`config.mk`:
```
export PLATFORM = sky130hd
export DESIGN_NAME = uart_tx_arbiter
export DESIGN_NICKNAME = d
export VERILOG_FILES = /design/src/rtl/uart_tx_arbiter.sv
export SDC_FILE = /design/constraint.sdc
export NUM_CORES = 1
export LEC_CHECK = 0
export ABC_CLOCK_PERIOD_IN_PS = 2300
export CAP_MARGIN = 20
export CORE_AREA = 5 5 67 69
export CTS_BUF_LIST = sky130_fd_sc_hd__clkbuf_4 sky130_fd_sc_hd__clkbuf_8 sky130_fd_sc_hd__clkbuf_16
export DETAILED_ROUTE_END_ITERATION = 6
export DIE_AREA = 0 0 72 74
export HOLD_SLACK_MARGIN = 0.08
export PLACE_DENSITY_LB_ADDON = 0.25
export SLEW_MARGIN = 20
export SYNTH_ARGS = -nofsm -noshare
export SYNTH_HDL_FRONTEND = slang
export SYNTH_SLANG_ARGS = --single-unit
```
`constraint.sdc`:
```
create_clock -name clk_in -period 2.3 [get_ports clk_in]
set_clock_uncertainty 0.05 [all_clocks]
set_input_delay 0.46 -clock clk_in [delete_from_list [all_inputs] [get_ports clk_in]]
set_output_delay 0.46 -clock clk_in [all_outputs]
set_load 0.05 [all_outputs]
```
`src/rtl/uart_tx_arbiter.sv`:
```
// Round-robin arbiter that lets several byte-stream requesters share one UART transmitter.
// A grant is held for a whole packet, bounded by MAX_PKT_LEN, with an idle gap after it.
module uart_tx_arbiter #(
    parameter int unsigned NUM_REQ     = 4,
    parameter int unsigned GAP_CYCLES  = 16,
    parameter int unsigned MAX_PKT_LEN = 64
) (
    input  logic                 clk_in,
    input  logic                 rst_n_in,
    input  logic [NUM_REQ-1:0]   req_valid_in,
    input  logic [8*NUM_REQ-1:0] req_data_in,
    input  logic [NUM_REQ-1:0]   req_last_in,
    output logic [NUM_REQ-1:0]   req_ready_out,
    output logic [7:0]           tx_byte_out,
    output logic                 tx_valid_out,
    input  logic                 tx_ready_in,
    output logic [NUM_REQ-1:0]   grant_out,
    output logic                 busy_out,
    output logic                 overrun_out
);

    localparam int unsigned IdxW = $clog2(NUM_REQ);
    localparam int unsigned GapW = (GAP_CYCLES > 1) ? $clog2(GAP_CYCLES) : 1;
    localparam logic [GapW-1:0] GapLast = GapW'((GAP_CYCLES == 0) ? 0 : GAP_CYCLES - 1);
    localparam logic [7:0] MaxLen = 8'(MAX_PKT_LEN);
    localparam logic [NUM_REQ-1:0] OneHot0 = NUM_REQ'(1);

    typedef enum logic [1:0] {
        StIdle,
        StSend,
        StGap
    } state_e;

    state_e             state_q, state_d;
    logic [NUM_REQ-1:0] grant_q, grant_d;
    logic [IdxW-1:0]    last_grant_q, last_grant_d;
    logic [7:0]         byte_cnt_q, byte_cnt_d;
    logic [GapW-1:0]    gap_cnt_q, gap_cnt_d;
    logic               overrun_q, overrun_d;

    logic               pick_found;
    logic [IdxW-1:0]    pick_idx;
    logic [NUM_REQ-1:0] pick_onehot;
    logic               sel_last;
    logic [IdxW-1:0]    sel_idx;
    logic [7:0]         byte_cnt_inc;
    logic               tx_xfer;
    logic               end_pkt;

    // Round-robin search starting one past the requester served last.
    always_comb begin
        int unsigned cand;
        pick_found = 1'b0;
        pick_idx   = '0;
        cand       = 0;
        for (int unsigned off = 1; off <= NUM_REQ; off++) begin
            cand = int'(last_grant_q) + off;
            if (cand >= NUM_REQ) begin
                cand = cand - NUM_REQ;
            end
            if (!pick_found && req_valid_in[IdxW'(cand)]) begin
                pick_found = 1'b1;
                pick_idx   = IdxW'(cand);
            end
        end
    end

    assign pick_onehot = OneHot0 << pick_idx;

    // Granted requester is connected straight through to the transmitter while sending.
    always_comb begin
        tx_valid_out  = 1'b0;
        tx_byte_out   = '0;
        req_ready_out = '0;
        sel_last      = 1'b0;
        sel_idx       = '0;
        if (state_q == StSend) begin
            for (int unsigned i = 0; i < NUM_REQ; i++) begin
                if (grant_q[i]) begin
                    tx_valid_out     = req_valid_in[i];
                    tx_byte_out      = req_data_in[8*i +: 8];
                    req_ready_out[i] = tx_ready_in;
                    sel_last         = req_last_in[i];
                    sel_idx          = IdxW'(i);
                end
            end
        end
    end

    assign tx_xfer      = tx_valid_out && tx_ready_in;
    assign byte_cnt_inc = byte_cnt_q + 8'd1;

    always_comb begin
        state_d      = state_q;
        grant_d      = grant_q;
        last_grant_d = last_grant_q;
        byte_cnt_d   = byte_cnt_q;
        gap_cnt_d    = gap_cnt_q;
        overrun_d    = 1'b0;
        end_pkt      = 1'b0;

        unique case (state_q)
            StIdle: begin
                if (pick_found) begin
                    grant_d    = pick_onehot;
                    byte_cnt_d = '0;
                    state_d    = StSend;
                end
            end
            StSend: begin
                if (tx_xfer) begin
                    if (sel_last) begin
                        end_pkt = 1'b1;
                    end else if (byte_cnt_inc == MaxLen) begin
                        end_pkt   = 1'b1;
                        overrun_d = 1'b1;
                    end else begin
                        byte_cnt_d = byte_cnt_inc;
                    end
                end
            end
            StGap: begin
                if (gap_cnt_q == GapLast) begin
                    state_d = StIdle;
                end else begin
                    gap_cnt_d = gap_cnt_q + GapW'(1);
                end
            end
            default: begin
                state_d = StIdle;
                grant_d = '0;
            end
        endcase

        if (end_pkt) begin
            grant_d      = '0;
            last_grant_d = sel_idx;
            gap_cnt_d    = '0;
            state_d      = (GAP_CYCLES > 0) ? StGap : StIdle;
        end
    end

    always_ff @(posedge clk_in) begin
        if (!rst_n_in) begin
            state_q      <= StIdle;
            grant_q      <= '0;
            last_grant_q <= IdxW'(NUM_REQ - 1);
            byte_cnt_q   <= '0;
            gap_cnt_q    <= '0;
            overrun_q    <= 1'b0;
        end else begin
            state_q      <= state_d;
            grant_q      <= grant_d;
            last_grant_q <= last_grant_d;
            byte_cnt_q   <= byte_cnt_d;
            gap_cnt_q    <= gap_cnt_d;
            overrun_q    <= overrun_d;
        end
    end

    assign grant_out   = grant_q;
    assign busy_out    = (state_q != StIdle);
    assign overrun_out = overrun_q;

endmodule

```
== Word level (Yosys, flattened, before mapping) ==
Cells that the tools add are included.

* Input bits: 43
* Logic and storage cells: 120
* Output and inout port bits: 19
* Register bits: 21

* Shift operators: 1
* Magnitude comparators: 8
* Add/sub/neg operators: 10
* Mux-type cells: 59
* Eq/ne operators: 12
* Bitwise logic cells: 5
* Reductions and logical operators: 18

{| class="wikitable"
|+ Operators with widths
! kind !! number
|-
| 8-bit two-way mux || 9
|-
| 2-bit two-way mux || 14
|-
| 1-bit two-way mux || 27
|-
| 8-bit case mux with 2 select lines || 1
|-
| 2-bit by 3-bit < comparator with 1-bit output, second input constant || 4
|-
| 2-bit inequality test, second input constant || 6
|-
| 3-bit greater-or-equal comparator, second input constant || 3
|-
| 8-bit by 1-bit adder with 8-bit output, second input constant || 1
|-
| 1-bit binary-select mux with 2-bit select || 4
|-
| 8-bit by 7-bit equality test with 1-bit output, second input constant || 1
|-
| 4-bit two-way mux || 2
|-
| 4-bit case mux with 2 select lines || 1
|-
| 2-bit by 1-bit subtractor with 2-bit output, second input constant || 4
|-
| 2-bit by 2-bit adder with 3-bit output, second input constant || 2
|-
| 3-bit inequality test, second input constant || 2
|-
| 2-bit case mux with 3 select lines || 1
|-
| 3-bit AND reduction || 2
|-
| 1-bit inverter || 5
|-
| 5-bit AND reduction || 1
|-
| 2-bit by 3-bit adder with 4-bit output, second input constant || 1
|-
| 4-bit by 1-bit adder with 4-bit output, second input constant || 1
|-
| 4-bit equality test, second input constant || 1
|-
| 4-bit by 3-bit greater-or-equal comparator with 1-bit output, second input constant || 1
|-
| 1-bit logical AND || 4
|-
| other kinds (10) || 15
|}

== Longest topological paths before layout ==
Gate-level depths: netlist of the first run.

* Word-level depth: 18
* Gate-level depth with buffers: 9
* Depth with buffers taken out: 8

== Worst setup path before layout of the first run ==
No wires, ideal clock.

* Kind: reg-to-output
* Start point: register grant_q[0] (netlist: grant_out[0])
* End point: output port tx_valid_out
* Arrival: 2.396 ns
* Data required time: 1.790 ns
* Slack: -0.606 ns
* Stages on the path, launching flop included: 5
* Buffers on the path: 1
* Cell sequence: dfxtp_1 -> nor2b_2 -> buf_6 -> nand2_1 -> a311oi_1

* Word-level cells in the longest chain between the ends: 5

{| class="wikitable"
|+ RTL lines
! item !! RTL line !! text
|-
| start: declaration || 35 || <nowiki>logic [NUM_REQ-1:0] grant_q, grant_d;</nowiki>
|-
| start signal: assignment || 153 || <nowiki>grant_q <= grant_d;</nowiki>
|-
| 1-bit two-way mux (4 in a row) || 79 || <nowiki>if (grant_q[i]) begin</nowiki>
|-
| 1-bit two-way mux || 77 || <nowiki>if (state_q == StSend) begin</nowiki>
|-
| end: declaration || 15 || <nowiki>output logic tx_valid_out,</nowiki>
|}

No other way between the ends.

== Worst setup path after layout of the first run ==
* Start point: input port req_valid_in[3]
* End point: output port tx_valid_out

* Word-level cells in the longest chain between the ends: 2

{| class="wikitable"
|+ RTL lines
! item !! RTL line !! text
|-
| start: declaration || 10 || <nowiki>input logic [NUM_REQ-1:0] req_valid_in,</nowiki>
|-
| 1-bit two-way mux || 79 ||
|-
| 1-bit two-way mux || 77 ||
|}

No other way between the ends.

==> results of run 1 <==
[worst min path at each step]
stage,cells past startpoint,to,slack (ns),from
6_report,2,last_grant_q[0]$_SDFFE_PN1P_,0.47,last_grant_q[0]$_SDFFE_PN1P_
2_1_floorplan,2,last_grant_q[0]$_SDFFE_PN1P_,0.43,last_grant_q[0]$_SDFFE_PN1P_
5_1_grt,2,gap_cnt_q[3]$_SDFFE_PP0P_,0.52,gap_cnt_q[3]$_SDFFE_PP0P_
4_1_cts,2,last_grant_q[0]$_SDFFE_PN1P_,0.48,last_grant_q[0]$_SDFFE_PN1P_
3_5_place_dp,2,last_grant_q[0]$_SDFFE_PN1P_,0.47,last_grant_q[0]$_SDFFE_PN1P_
3_3_place_gp,2,last_grant_q[0]$_SDFFE_PN1P_,0.46,last_grant_q[0]$_SDFFE_PN1P_
[cells in the final DEF (no fill, tap or decap), types with 4 or more instances in the layout]
| cell type | synthesis | layout |
|---|---|---|
| clkdlybuf4s50_1 | 0 | 45 |
| buf_12 | 0 | 14 |
| o21ai_0 | 4 | 4 |
| nand4_1 | 4 | 4 |
| ha_1 | 6 | 6 |
| nand2_1 | 15 | 15 |
| nand3_1 | 6 | 6 |
| nor3_2 | 0 | 5 |
| a221oi_1 | 7 | 7 |
| mux2i_1 | 4 | 4 |
| inv_1 | 10 | 10 |
| a21oi_1 | 10 | 9 |
| nor2_1 | 18 | 18 |
| dfxtp_1 | 21 | 18 |
| and2_1 | 5 | 5 |
| a22oi_1 | 4 | 4 |
| o22ai_1 | 7 | 7 |
| buf_4 | 2 | 28 |
[critical path: stages]
cell             delay (ns)
clkdlybuf4s50_1        0.52
o22ai_2                0.09
buf_4                  0.14
a311oi_2               0.33
buf_12                 0.18
[per-stage QoR]
step	TNS (ns)	setup slack, ns	area [sq um]	total power, mW	hold WS [ns]
finish	0	0.0539	2640	1.07	0.475
global route	-0.0311	-0.0280	2640	1.12	0.523
global placement	-0.0944	-0.0434	2570	0.816	0.458
CTS	0	0.0536	2620	1.07	0.476
detailed placement	-0.340	-0.0965	2570	0.821	0.466
floorplan	-2.29	-0.404	1630	0.601	0.426
[layer usage]
metal  global-route usage [%]  routed length [microns]
met2                     37.6                     2690
met5                        0                        0
met3                     2.84                      148
met1                     24.0                     2230
met4                     3.97                       68
[cells by family after synthesis]
group / Yosys count
AO/OA/AOI/OAI: 66
XOR/XNOR: 2
adder cells (fa/ha/maj): 6
buffers and inverters: 22
flip-flops: 21
multiplexers: 4
AND/OR/NAND/NOR: 81
[flip-flops by register name, summed over array words and instances (netlist names)]
name / count
byte_cnt_q: 8
state_q: 2
last_grant_q: 2
gap_cnt_q: 4
grant_out: 4
overrun_out: 1
[power by group through the flow]
stage	clock (mW)	sequential (mW)	combinational, mW
finish	0.242	0.383	0.442
CTS	0.254	0.382	0.436
global route	0.263	0.384	0.472
floorplan	0	0.402	0.199
detailed placement	0	0.390	0.431
global placement	0	0.390	0.426
[final cells by class]
class	instances	share of cell area, %
inverters	10	1.42
repair buffers	87	35.6
well taps	50	2.37
clock buffers	3	1.56
flip-flops and latches	21	16.1
clock inverters	1	0.189
multi-input cells	159	42.8
[timing repair]
item | CTS | global route
resized for setup | 2 | 5
endpoints found under the setup margin | 3 | 5
endpoints found under the hold margin | 0 | 0
==> results.md, run 1 <==
* Post-Synth Simple-Gate Area at 27.7%
* Post-synthesis mux area share at 2.47%
* Site row count at 23
* Post-synthesis async set-or-reset flop share at 0%
* Finished Core Util at between 60% and 70%
* GRT Total Usage at between 10% and 20%
* DRT iter0 DRCs at 75
* First-pass GRT wire length at around 8.5 mm
* Worst Reg-to-Reg Cells at 8
* Internal power at approximately 0.71 mW
* Final-report hold violation count at 0
* Reg-to-reg endpoint: state_q[0]$_SDFFE_PP0P_
* Share of layout cells above drive strength 1 at 22.8%
* H-tree depth at 1
* Clock tree buffer depth at 2
* Synth Area in XOR/XNOR at under 10%
* I/O pin count at 62
* Peak fanout along the critical path at 3
* Fillers at around 320
* DP Wirelength at just over 4 mm
* CTS tree: built
* Wire length per cell at 15.5 microns
* Overall die width at about 72 microns
* Multi-input gate area at between 1000 and 1500 sq um
* DR pass1 iterations at 4
* YS warnings at 0
* Post-synth design cell area at about 1600 sq um
* Crit path DAT at roughly 1.7 ns
* Worst rel slew slack at 63.9%
* Top cells by area, synth: dfxtp_1 26%, ha_1 4.6%, nor2_1 4.2%, a221oi_1 3.8%, nand2_1 3.5%
* Setup Fix Bufs, Post-CTS at 0
* CTS sink cnt at 21
* Area grow syn2layout at 63.1%
* Reg clk slew, reported paths at about 0.07 ns
* Top-count cell post-synth: dfxtp_1
* Flop pwr share at a little over a third
* Final-report setup violation count at 0
* Final WL at ~5.1 mm
* Worst vdd ir at ~400 uV
* Core box area at 3860 sq um
* Vias per cell at approximately 5.6
* Cell variety after synth at just under 60
* Register area share after synthesis at about 26%
* Max-cap check violation count at 0
* Min Tclk post-route at roughly 2.2 ns
* Synthesized area per cell at about 8 sq um
* Post-Synth Adder-Cell Area at under 10%
* Worst Path Required at ~1.8 ns
* Port Buffers at 61
* Placed insts at 327
* Crit path from: req_valid_in[3]
* Yosys reg bits at 21
* Top cell type's share of synthesized area at 25.9%
* Power Density at roughly 400 nW/um^2
* Drt drc at 0
* Status: finished clean
* Routability cong. at approximately 0.82
* Synth area leader: dfxtp_1
* Post-DRT Antenna Nets at 0
* GR Overflow Total at 0
* Crit Path Class: in -> out
* Num CTS Buffers at 3
* Sw Pwr at 0.356 mW
* Final slew viol count at 0
* Vias in the first global route at approximately 1800
* Fin cells at approximately 330
* Syn Inst Count at just over 200
* CTS Hold Bufs at 0
* Tcrit/Tclk final at 97.7%
* Synth top cells by count: 21 x dfxtp_1, 18 x nor2_1, 15 x nand2_1
* Worst setup EP type: primary output
* Post-synthesis compound-gate area fraction at 31.4%
* Root Driver: clkbuf_8
* EDFF count, synth at 0
* Prevailing post-synth register cell: dfxtp_1
* Syn Nets at between 200 and 300
* CP Launch Type: primary input
* FF-to-FF Start: byte_cnt_q[0]$_SDFFE_PN0P_
* Nets at about 330
* Maximum clock rate at between 400 and 500 MHz
* Worst min-delay path class: reg -> reg
* Combinational power share at between 40 and 50%
* Largest family of logic cells by synthesized area: compound AO/OA/AOI/OAI gates
* LEAKAGE at about 1.1 nW
* FF/Latch Area at roughly 420 sq um
* Latest clock arrival within the worst-skew pair at 0.26 ns
* Sw frac at roughly 33%
* Initial core utilization at ~42%
* Critical path endpoint: tx_valid_out
* Largest net degree at the start of global routing at 13
* Die Y at about 74 microns
* R2R Setup Slk at ~0.22 ns
* Via count at about 1800
* Initial antenna violation count at 0
* Total Die Area at 5330 sq um
* N_diodes at 0
* Slew @ Worst Pin at about 0.54 ns
* Clock Power Share at a little under a quarter
(Power assumes the default switching activity.)
==> inputs of run 2 (changes only) <==
--- a/config.mk
+++ b/config.mk
@@ -7,10 +7,10 @@
 export LEC_CHECK = 0
 export ABC_CLOCK_PERIOD_IN_PS = 2300
 export CAP_MARGIN = 20
-export CORE_AREA = 5 5 67 69
+export CORE_AREA = 2 2 64 66
 export CTS_BUF_LIST = sky130_fd_sc_hd__clkbuf_4 sky130_fd_sc_hd__clkbuf_8 sky130_fd_sc_hd__clkbuf_16
 export DETAILED_ROUTE_END_ITERATION = 6
-export DIE_AREA = 0 0 72 74
+export DIE_AREA = 0 0 66 68
 export HOLD_SLACK_MARGIN = 0.08
 export PLACE_DENSITY_LB_ADDON = 0.25
 export SLEW_MARGIN = 20
==> results.md, run 2 (synthesized netlist as in run 1, its figures left out) <==
* Status: finished clean
* Core box area at roughly 3900 sq um
* Max-cap check violation count at 0
* Clock Power Share at between 20% and 30%
* Final slew viol count at 0
* Latest clock arrival within the worst-skew pair at approximately 0.26 ns
* Area grow syn2layout at 64.9%
* Max FFs per register at 8
* Largest Register: byte_cnt_q
* I/O pin count at 62
* Die Y at just under 70 microns
* Sw frac at between 30% and 40%
* CTS Hold Bufs at 0
* Root Driver: clkbuf_8
* Post-DRT Antenna Nets at 0
* Port Buffers at 61
* Power Density at between 400 and 500 nW/um^2
* LEAKAGE at about 1.1 nW
* CTS tree: built
* Worst vdd ir at between 300 and 400 uV
* Post-route setup TNS at 0 ns
* Most frequent cells in the layout: 45 x clkdlybuf4s50_1, 27 x buf_4, 18 x nor2_1, 18 x dfxtp_1, 15 x nand2_1
* Final-report hold violation count at 0
* GR Overflow Total at 0
* Nets at about 330
* H-tree depth at 1
* Total Die Area at ~4500 sq um
* Setup Fix Bufs, Post-CTS at 0
* Vias in the first global route at 1790
* Num CTS Buffers at 3
* Top Layer Used: met4
* DP Wirelength at between 3 and 4 mm
* Initial antenna violation count at 0
* Drt drc at 0
* N_diodes at 0
* GRT Total Usage at a little under a quarter
* WL met2 at roughly 2.5 mm
* Final-report setup violation count at 0
* Delay-heaviest family, CP: buffers and inverters
* Routability cong. at approximately 0.8
* Largest net degree at the start of global routing at 13
* Min Tclk post-route at about 2.2 ns
* Worst Path Required at approximately 1.8 ns
* Combinational power share at 41.7%
* Share of layout cells above drive strength 1 at between 20% and 30%
* Met3 wire len at around 170 microns
* Buf/Inv on CP at 3
* DRT iter0 DRCs at 89
* Initial core utilization at a little over two fifths
* Worst min-delay path class: reg -> reg
* Peak fanout along the critical path at 4
* Clock tree buffer depth at 2
* CP Cell Sequence: clkdlybuf4s50_1 > o22ai_2 > buf_4 > a311oi_4 > buf_12
* Finished Cell Area at roughly 2700 sq um
* Most common cell after layout, fill and taps aside: clkdlybuf4s50_1
* Crit path DAT at roughly 1.7 ns
* Worst setup EP type: primary output
* Crit-path slowest cell: clkdlybuf4s50_1
* First-pass GRT wire length at just over 8 mm
* Critical Path Max Stage Delay at ~0.54 ns
* Fillers at 324
* Wire length per cell at between 15 and 20 microns
* Site row count at 23
* Sw Pwr at approximately 0.35 mW
* Crit Path Class: in -> out
* DR pass1 iterations at 4
* Overall die width at roughly 66 microns
* Placed cell area at between 2000 and 3000 sq um
* Via count at roughly 1800
* Tcrit/Tclk final at 97.4%
* CP Launch Type: primary input
* Flop pwr share at 35.5%
* Final WL at 4.97 mm
* Internal power at approximately 0.73 mW
* Maximum clock rate at 447 MHz
* Slew @ Worst Pin at approximately 0.53 ns
* Reg clk slew, reported paths at 0.07 ns
* Vias per cell at about 5.6
* Worst rel slew slack at 64.3%
* CTS sink cnt at 21
* Wl on met1 at around 2.3 mm
run 2: cell types whose count changed in the layout (fill, tap and decap cells not counted), sizes merged:
cell          before  now
buf               42   41
clkbuf             3    4
clkinv             1    0
dlymetal6s2s       0    1
run 2: repair_timing:
action	CTS	global route
hold endpoints to repair	0	0
gates resized for setup	1	10
setup endpoints to repair	1	6
run 2: metal layers:
layer | global-route usage [%] | vias to the layer above
met5 | 0 | -
met4 | 4.59 | 0
met3 | 3.62 | 4
met2 | 41.9 | 35
met1 | 29.3 | 875
li1 | - | 930
run 2: power groups by stage:
stage | Combinational (mW) | Sequential (mW) | Clock (mW)
final | 0.450 | 0.383 | 0.246
after global routing | 0.481 | 0.383 | 0.267
after CTS | 0.436 | 0.382 | 0.254
after detailed placement | 0.433 | 0.390 | 0
after global placement | 0.429 | 0.390 | 0
after floorplan | 0.199 | 0.402 | 0
run 2: final timing paths:
check	depth (start not counted)	from	slack, ns	endpoint
max	5	req_valid_in[3]	0.06	tx_valid_out
min	2	last_grant_q[0]$_SDFFE_PN1P_	0.49	last_grant_q[0]$_SDFFE_PN1P_
max reg2reg	8	byte_cnt_q[0]$_SDFFE_PN0P_	0.20	state_q[0]$_SDFFE_PP0P_
min reg2reg	2	last_grant_q[0]$_SDFFE_PN1P_	0.49	last_grant_q[0]$_SDFFE_PN1P_
run 2: cell type report:
| cell class | instances | area (sq um) | area share (%) |
|---|---|---|---|
| flip-flops and latches | 21 | 424 | 15.9 |
| inverters | 10 | 37.5 | 1.41 |
| repair buffers | 87 | 946 | 35.4 |
| multi-input cells | 159 | 1150 | 43.1 |
| well taps | 50 | 62.6 | 2.34 |
| clock buffers | 4 | 48.8 | 1.83 |
run 2: per-stage QoR:
step / std cells / total power [mW] / utilization, % / setup WS (ns) / hold WS (ns)
detailed placement: 327 / 0.823 / 66.6 / -0.142 / 0.475
global route: 331 / 1.13 / 69.3 / -0.00700 / 0.517
finish: 331 / 1.08 / 69.3 / 0.0605 / 0.488
CTS: 331 / 1.07 / 68.0 / 0.0327 / 0.483
floorplan: 202 / 0.601 / - / -0.404 / 0.426
global placement: 327 / 0.819 / 66.6 / -0.0900 / 0.457
run 2: worst min-delay path: stages, from the launching register on:
cell and delay, ns:
dfxtp_1 0.34, inv_1 0.08, o21ai_0 0.08
